$ cat config.mk
export PLATFORM = sky130hd
export DESIGN_NAME = life_manager_flat
export DESIGN_NICKNAME = d
export VERILOG_FILES = /design/src/rtl/life_manager_pkg.sv /design/src/rtl/life_manager_if.sv /design/src/rtl/life_manager_sat_counter.sv /design/src/rtl/life_manager.sv /design/src/flat_wrapper.sv
export SDC_FILE = /design/constraint.sdc
export NUM_CORES = 1
export LEC_CHECK = 0
export ABC_CLOCK_PERIOD_IN_PS = 3200
export BUFFER_PORTS_ARGS = -buffer_cell sky130_fd_sc_hd__buf_2
export CAP_MARGIN = 30
export CORE_MARGIN = 3
export CORE_UTILIZATION = 37
export CTS_BUF_LIST = sky130_fd_sc_hd__clkbuf_8
export CTS_CLUSTER_DIAMETER = 120
export DETAILED_ROUTE_END_ITERATION = 10
export GPL_ROUTABILITY_DRIVEN = 0
export PLACE_DENSITY = 0.64
export SLEW_MARGIN = 20
export SYNTH_ARGS = -nofsm -noshare
export SYNTH_HDL_FRONTEND = slang
export SYNTH_SLANG_ARGS = --single-unit
$ cat constraint.sdc
create_clock -name clk -period 3.2 [get_ports clk]
set_input_delay 0.32 -clock clk [delete_from_list [all_inputs] [get_ports clk]]
set_output_delay 0.32 -clock clk [all_outputs]
set_load 0.02 [all_outputs]
$ cat src/rtl/life_manager_pkg.sv
`default_nettype none
// ============================================================================
// Module      : life_manager_pkg
// Description : Shared encodings for the gameplay judge and state controller.
// Revision    : 1.0 - initial release
// ============================================================================
package life_manager_pkg;

    // Controller state as seen on game_state; shared with the state controller.
    typedef enum logic {
        MAIN   = 1'b0,
        GAMING = 1'b1
    } game_state_e;

    localparam int LIVES_W = 3;

endpackage : life_manager_pkg
`default_nettype wire

$ cat src/rtl/life_manager_if.sv
`default_nettype none
// ============================================================================
// Module      : life_manager_if
// Description : Bundle between game environment and the gameplay judge.
//               master = environment side, slave = life_manager side.
// Revision    : 1.0 - initial release
// ============================================================================
interface life_manager_if
    import life_manager_pkg::*;
#(
    parameter int SCORE_W = 16
) ();

    logic               game_state;
    logic               frame_tick;
    logic               collision;
    logic               die;
    logic [LIVES_W-1:0] lives;
    logic [SCORE_W-1:0] score;
    logic [SCORE_W-1:0] best_score;
    logic               invuln;

    modport master (
        output game_state, frame_tick, collision,
        input  die, lives, score, best_score, invuln
    );

    modport slave (
        input  game_state, frame_tick, collision,
        output die, lives, score, best_score, invuln
    );

endinterface : life_manager_if
`default_nettype wire

$ cat src/rtl/life_manager_sat_counter.sv
`default_nettype none
// ============================================================================
// Module      : sat_counter
// Description : Width-parameterised incrementer that sticks at all-ones,
//               with synchronous clear (clear wins over increment).
// Revision    : 1.0 - initial release
// ============================================================================
module sat_counter #(
    parameter int WIDTH = 16
) (
    input  wire logic             clk,
    input  wire logic             rst,
    input  wire logic             i_clr,
    input  wire logic             i_inc,
    output logic [WIDTH-1:0]      o_count
);

    logic [WIDTH-1:0] r_count;

    // Count up on request, holding at the maximum value instead of wrapping.
    always_ff @(posedge clk or posedge rst) begin
        if (rst) begin
            r_count <= '0;
        end else if (i_clr) begin
            r_count <= '0;
        end else if (i_inc && (r_count != {WIDTH{1'b1}})) begin
            r_count <= r_count + WIDTH'(1);
        end
    end

    assign o_count = r_count;

endmodule : sat_counter
`default_nettype wire

$ cat src/rtl/life_manager.sv
`default_nettype none
// ============================================================================
// Module      : life_manager
// Description : Gameplay judge. Latches collisions per frame, charges lives,
//               runs the post-hit invulnerability window, scores survived
//               frames, tracks the best score and pulses die on game over.
// Revision    : 1.0 - initial release
// ============================================================================
module life_manager
    import life_manager_pkg::*;
#(
    parameter int START_LIVES   = 3,
    parameter int INVULN_FRAMES = 60,
    parameter int SCORE_W       = 16
) (
    input  wire logic        clk,
    input  wire logic        rst,
    life_manager_if.slave    io_lm
);

    localparam int INV_W = $clog2(INVULN_FRAMES + 1);

    typedef enum logic [1:0] {
        ST_IDLE   = 2'd0,
        ST_PLAY   = 2'd1,
        ST_INVULN = 2'd2,
        ST_DEAD   = 2'd3
    } state_t;

    state_t             r_state,     w_state_nxt;
    logic [LIVES_W-1:0] r_lives,     w_lives_nxt;
    logic               r_die,       w_die_nxt;
    logic               r_invuln,    w_invuln_nxt;
    logic               r_hit_latch, w_hit_latch_nxt;
    logic [INV_W-1:0]   r_inv_cnt,   w_inv_cnt_nxt;
    logic [SCORE_W-1:0] r_best;
    logic [SCORE_W-1:0] w_score;
    logic               w_score_clr;
    logic               w_score_inc;
    logic               w_best_upd;
    logic               w_hit;

    // A collision on the tick cycle still belongs to the frame being closed.
    assign w_hit = r_hit_latch | io_lm.collision;

    // Frame score counter; saturates rather than wrapping on very long games.
    sat_counter #(
        .WIDTH   (SCORE_W)
    ) u_score (
        .clk     (clk),
        .rst     (rst),
        .i_clr   (w_score_clr),
        .i_inc   (w_score_inc),
        .o_count (w_score)
    );

    // State and registered game outputs.
    always_ff @(posedge clk or posedge rst) begin
        if (rst) begin
            r_state     <= ST_IDLE;
            r_lives     <= '0;
            r_die       <= 1'b0;
            r_invuln    <= 1'b0;
            r_hit_latch <= 1'b0;
            r_inv_cnt   <= '0;
        end else begin
            r_state     <= w_state_nxt;
            r_lives     <= w_lives_nxt;
            r_die       <= w_die_nxt;
            r_invuln    <= w_invuln_nxt;
            r_hit_latch <= w_hit_latch_nxt;
            r_inv_cnt   <= w_inv_cnt_nxt;
        end
    end

    // Next-state and next-output decode; abort (game_state back to MAIN) wins.
    always_comb begin
        w_state_nxt     = r_state;
        w_lives_nxt     = r_lives;
        w_die_nxt       = 1'b0;
        w_invuln_nxt    = r_invuln;
        w_hit_latch_nxt = r_hit_latch;
        w_inv_cnt_nxt   = r_inv_cnt;
        w_score_clr     = 1'b0;
        w_score_inc     = 1'b0;
        w_best_upd      = 1'b0;

        unique case (r_state)
            ST_IDLE: begin
                if (io_lm.game_state == GAMING) begin
                    w_lives_nxt     = LIVES_W'(START_LIVES);
                    w_score_clr     = 1'b1;
                    w_hit_latch_nxt = 1'b0;
                    w_state_nxt     = ST_PLAY;
                end
            end

            ST_PLAY: begin
                if (io_lm.game_state == MAIN) begin
                    w_invuln_nxt    = 1'b0;
                    w_lives_nxt     = '0;
                    w_hit_latch_nxt = 1'b0;
                    w_best_upd      = 1'b1;
                    w_state_nxt     = ST_IDLE;
                end else if (io_lm.frame_tick) begin
                    w_hit_latch_nxt = 1'b0;
                    if (w_hit && (r_lives <= LIVES_W'(1))) begin
                        w_lives_nxt = '0;
                        w_die_nxt   = 1'b1;
                        w_state_nxt = ST_DEAD;
                    end else if (w_hit) begin
                        w_lives_nxt   = r_lives - LIVES_W'(1);
                        w_inv_cnt_nxt = INV_W'(INVULN_FRAMES);
                        w_invuln_nxt  = 1'b1;
                        w_state_nxt   = ST_INVULN;
                    end else begin
                        w_score_inc = 1'b1;
                    end
                end else if (io_lm.collision) begin
                    w_hit_latch_nxt = 1'b1;
                end
            end

            ST_INVULN: begin
                w_hit_latch_nxt = 1'b0;
                if (io_lm.game_state == MAIN) begin
                    w_invuln_nxt = 1'b0;
                    w_lives_nxt  = '0;
                    w_best_upd   = 1'b1;
                    w_state_nxt  = ST_IDLE;
                end else if (io_lm.frame_tick) begin
                    w_score_inc   = 1'b1;
                    w_inv_cnt_nxt = r_inv_cnt - INV_W'(1);
                    if (r_inv_cnt == INV_W'(1)) begin
                        w_invuln_nxt = 1'b0;
                        w_state_nxt  = ST_PLAY;
                    end
                end
            end

            ST_DEAD: begin
                if (io_lm.game_state == MAIN) begin
                    w_best_upd  = 1'b1;
                    w_state_nxt = ST_IDLE;
                end
            end

            default: w_state_nxt = ST_IDLE;
        endcase
    end

    // Best score is captured whenever a game ends, however it ended.
    always_ff @(posedge clk or posedge rst) begin
        if (rst) begin
            r_best <= '0;
        end else if (w_best_upd && (w_score > r_best)) begin
            r_best <= w_score;
        end
    end

    assign io_lm.die        = r_die;
    assign io_lm.lives      = r_lives;
    assign io_lm.score      = w_score;
    assign io_lm.best_score = r_best;
    assign io_lm.invuln     = r_invuln;

endmodule : life_manager
`default_nettype wire

$ cat src/flat_wrapper.sv
// flat-port wrapper written by rule: the top's interface ports become plain ports
module life_manager_flat import life_manager_pkg::*;
#(
    parameter int START_LIVES   = 3,
    parameter int INVULN_FRAMES = 60,
    parameter int SCORE_W       = 16
)
  (clk, rst, io_lm_game_state, io_lm_frame_tick, io_lm_collision, io_lm_die, io_lm_lives, io_lm_score, io_lm_best_score, io_lm_invuln);
  life_manager_if #(.SCORE_W(SCORE_W)) io_lm_i ();
  input  wire logic clk;
  input  wire logic rst;
  input wire logic [$bits(io_lm_i.game_state)-1:0] io_lm_game_state;
  input wire logic [$bits(io_lm_i.frame_tick)-1:0] io_lm_frame_tick;
  input wire logic [$bits(io_lm_i.collision)-1:0] io_lm_collision;
  output wire logic [$bits(io_lm_i.die)-1:0] io_lm_die;
  output wire logic [$bits(io_lm_i.lives)-1:0] io_lm_lives;
  output wire logic [$bits(io_lm_i.score)-1:0] io_lm_score;
  output wire logic [$bits(io_lm_i.best_score)-1:0] io_lm_best_score;
  output wire logic [$bits(io_lm_i.invuln)-1:0] io_lm_invuln;
  assign io_lm_i.game_state = io_lm_game_state;
  assign io_lm_i.frame_tick = io_lm_frame_tick;
  assign io_lm_i.collision = io_lm_collision;
  assign io_lm_die = io_lm_i.die;
  assign io_lm_lives = io_lm_i.lives;
  assign io_lm_score = io_lm_i.score;
  assign io_lm_best_score = io_lm_i.best_score;
  assign io_lm_invuln = io_lm_i.invuln;
  life_manager #(.START_LIVES(START_LIVES), .INVULN_FRAMES(INVULN_FRAMES), .SCORE_W(SCORE_W)) u_core (.clk(clk), .rst(rst), .io_lm(io_lm_i));
endmodule
==> results.toml <==
[outcome]
run_status = "finished, final reports clean"

[floorplan]
pin_count = 42
placementRows = 32
die_h_um = 97.3
die_w_um = 97.3
start_util = 0.389
core-area_um2 = 7930
die-area_um2 = 9470

[finish]
fin_nets = 406
diodes = 0
fin_util = 0.441
syn2layout_area_growth_pct = 13.3
num-fill-cells = 814
drive_above_1_share = 0.178
post-route-cell-area_um2 = 3500

[timing]
slew_headroom = 0.471
finalSetupTns_ns = 0
finalSetupViolCount = 0
period_share = 0.777
drv_slew = 0
rsz0062_at_grt = "false"
max_freq_mhz = 402
clock_skew_ns = 0.0161
min_period_ns = 2.49
tightest_slew_ns = 0.788
final_hold_viol_count = 0

[cts]
insertion_delay_ns = 0.30
cts_made_buffers = 5
cts.sink_count = 46
ctsResizeCount = 0
htreeDepth = 2
clockRootBuffer = "clkbuf_8"
holdBufCountCts = 0
clkTransAtPathRegs_ns = 0.10
cts_tree = "built"
cts_setup_buffers = 0
clk_path_buf_depth = 2

[synth]
synth_nets = 367
muxShareOfSynthArea = 0.00649
synthArstFlopShare = 1.00
synth_xor_area_frac = 0.0369
synth_enable_flop_cells = 0
synth-adder-area-share = 0.105
synthSimpleGateAreaFrac = 0.192
syn_avg_cell_area_um2 = 9.18
yosysWarnings = 0
ys_seq_area_frac = 0.373
syn_inst = 336
synth_compound_area_frac = 0.209
synth.distinct_cells = 51
synth-main-ff-cell = "dfrtp_1"
synth_top_family_by_area = "compound AO/OA/AOI/OAI gates"
synth_area_um2 = 3080
synth_seq_cells = 46

[power]
leakage_uw = 0.00157
peakVddDrop_mv = 0.329
power_density_nw_per_um2 = 520

[critical_path]
worstPathMaxFanout = 13
cp.arrival_ns = 2.64
cp-start-kind = "flop"
worst_setup_path_end_kind = "flop"
cp_cell_sequence = "inv_1 > ha_1 > clkinv_1 > a211o_1 > a2111oi_2 > xnor2_1 > nor2_1"
max_stage_delay_ns = 0.46
worstSetupPathType = "flop to flop"
crit_family = "compound AO/OA/AOI/OAI gates"
timing.critical_path.buf_inv = 2
cp.required_ns = 3.36
crit_slowest_cell = "ha_1"

[grt]
grt_pass1_vias = 2568
grt_max_degree = 27
grt_overflow = 0
antenna_found_initial = 0
grt_pass1_wl_um = 12700
grt_use_total = 0.159

[placement]
hpwlAfterDp_um = 5590
dpl_cell_area_um2 = 3400
io_buffer_count = 41

[routing]
firstDrtPassIters = 4
num_vias = 2610
drt_iter0_markers = 119
drc_errors = 0
postRouteAntennaNets = 0
wl_per_cell_um = 15.7
viasPerCell = 5.46
wl_um = 7500

[min_path]
hold_class = "primary input to async pin"

[job]
maxCapViolations = 0
## placed cells by master (no fill, tap or decap), types with 2 or more instances in the layout
cell      count
nor3_1        8
ha_1         26
a21o_1        5
o21ai_0       5
a211o_1       3
nor3_2        2
buf_2        41
dfrtp_1      46
o31ai_1      16
o221ai_1      2
clkbuf_8      6
a31oi_1       3
and2_1        3
or3_1         4
o22a_1        2
a21oi_1      15
o211ai_1      2
a211oi_1      5
nand2b_1      5
nand3_1       5
a41oi_1       2
nand3b_1      2
nand2_1      19
buf_4         6
nor4_1       17
a32oi_1      16
nor2_1       23
mux2i_1       2
nand4_1       5
inv_1        42
xnor2_1      13
o21a_1        3
nor4_2        2
## cell families (layout without fill, tap and decap cells)
| group | Yosys count | count (layout) |
|---|---|---|
| AO/OA/AOI/OAI | 87 | 87 |
| XOR/XNOR | 13 | 13 |
| adder cells (fa/ha/maj) | 26 | 26 |
| buffers and inverters | 59 | 99 |
| flip-flops | 46 | 46 |
| multiplexers | 2 | 2 |
| AND/OR/NAND/NOR | 103 | 103 |
## path summary, 6_finish.rpt
path                                          endpoint                start  cells after the start  slack [ns]
setup / recovery             u_core.u_score.o_count[7]    u_core.r_state[0]                      7        0.71
hold / removal             u_core.io_lm.best_score[15]                  rst                      2        0.05
setup reg to reg             u_core.u_score.o_count[7]    u_core.r_state[0]                      7        0.71
hold reg to reg                    u_core.r_inv_cnt[5]  u_core.r_inv_cnt[5]                      1        0.51
max in group asynchronous    u_core.u_score.o_count[1]                  rst                      3        2.61
min in group clk                    u_core.r_hit_latch      io_lm_collision                      3        0.30
## flip-flops by register name, indices dropped and copies added (netlist names)
signal,flops
u_core.r_hit_latch,1
u_core.io_lm.best_score,16
u_core.r_inv_cnt,6
u_core.r_state,2
u_core.io_lm.invuln,1
u_core.io_lm.die,1
u_core.u_score.o_count,16
u_core.io_lm.lives,3
## per-layer routing
| metal | up-vias | share of wire | global-route usage | wire length (um) |
|---|---|---|---|---|
| met2 | 41 | 0.48 | 0.279 | 3630 |
| met4 | 0 | 0.0077 | 0.0341 | 58 |
| met3 | 5 | 0.040 | 0.0330 | 303 |
| met1 | 1262 | 0.47 | 0.202 | 3520 |
| met5 | - | 0 | 0 | 0 |
| li1 | 1302 | - | - | - |
## power breakdown
group	leakage [uW]	internal [uW]	switching, uW
combinational	0.000993	263	416
sequential	0.000526	667	95.8
clock	0.0000524	172	205
## per-stage QoR
step | cells | power (uW) | hold WS, ns | setup slack, ns
final | 478 | 1820 | 0.0550 | 0.714
after global routing | 478 | 1960 | 0.111 | 0.530
after CTS | 478 | 1840 | 0.0837 | 0.700
after detailed placement | 470 | 1460 | 0.415 | 0.748
after global placement | 468 | 1430 | 0.475 | 0.755
after floorplan | 336 | 1280 | 0.449 | 1.01
## Yosys cell counts (4+ instances only)
library cell	n	area, um2
a21oi_1	15	75.1
a32oi_1	16	140
nor3_1	8	40.0
o31ai_1	16	120
nand4_1	5	31.3
inv_1	42	158
ha_1	26	325
clkbuf_1	10	37.5
nand2_1	19	71.3
dfrtp_1	46	1150
or3_1	4	25.0
a211oi_1	5	37.5
nand2b_1	5	31.3
nor2_1	23	86.3
a21o_1	5	37.5
nand3_1	5	25.0
o21ai_0	5	25.0
xnor2_1	13	114
nor4_1	17	106
## layout make-up
| type | instances | area [um2] | area share |
|---|---|---|---|
| sequential | 46 | 1150 | 0.329 |
| multi-input combinational | 231 | 1690 | 0.485 |
| clock buffer | 6 | 82.6 | 0.0236 |
| timing repair buffer | 48 | 270 | 0.0773 |
| tap | 102 | 128 | 0.0365 |
| clock inverter | 2 | 8.76 | 0.00251 |
| inverter | 43 | 161 | 0.0462 |
## worst register-to-register path, stage by stage, from the launching register on
cell and delay [ns]:
dfrtp_1 0.42, inv_1 0.14, ha_1 0.46, clkinv_1 0.25
a211o_1 0.44, a2111oi_2 0.43, xnor2_1 0.17, nor2_1 0.05
Power figures use the tool's default switching activity.
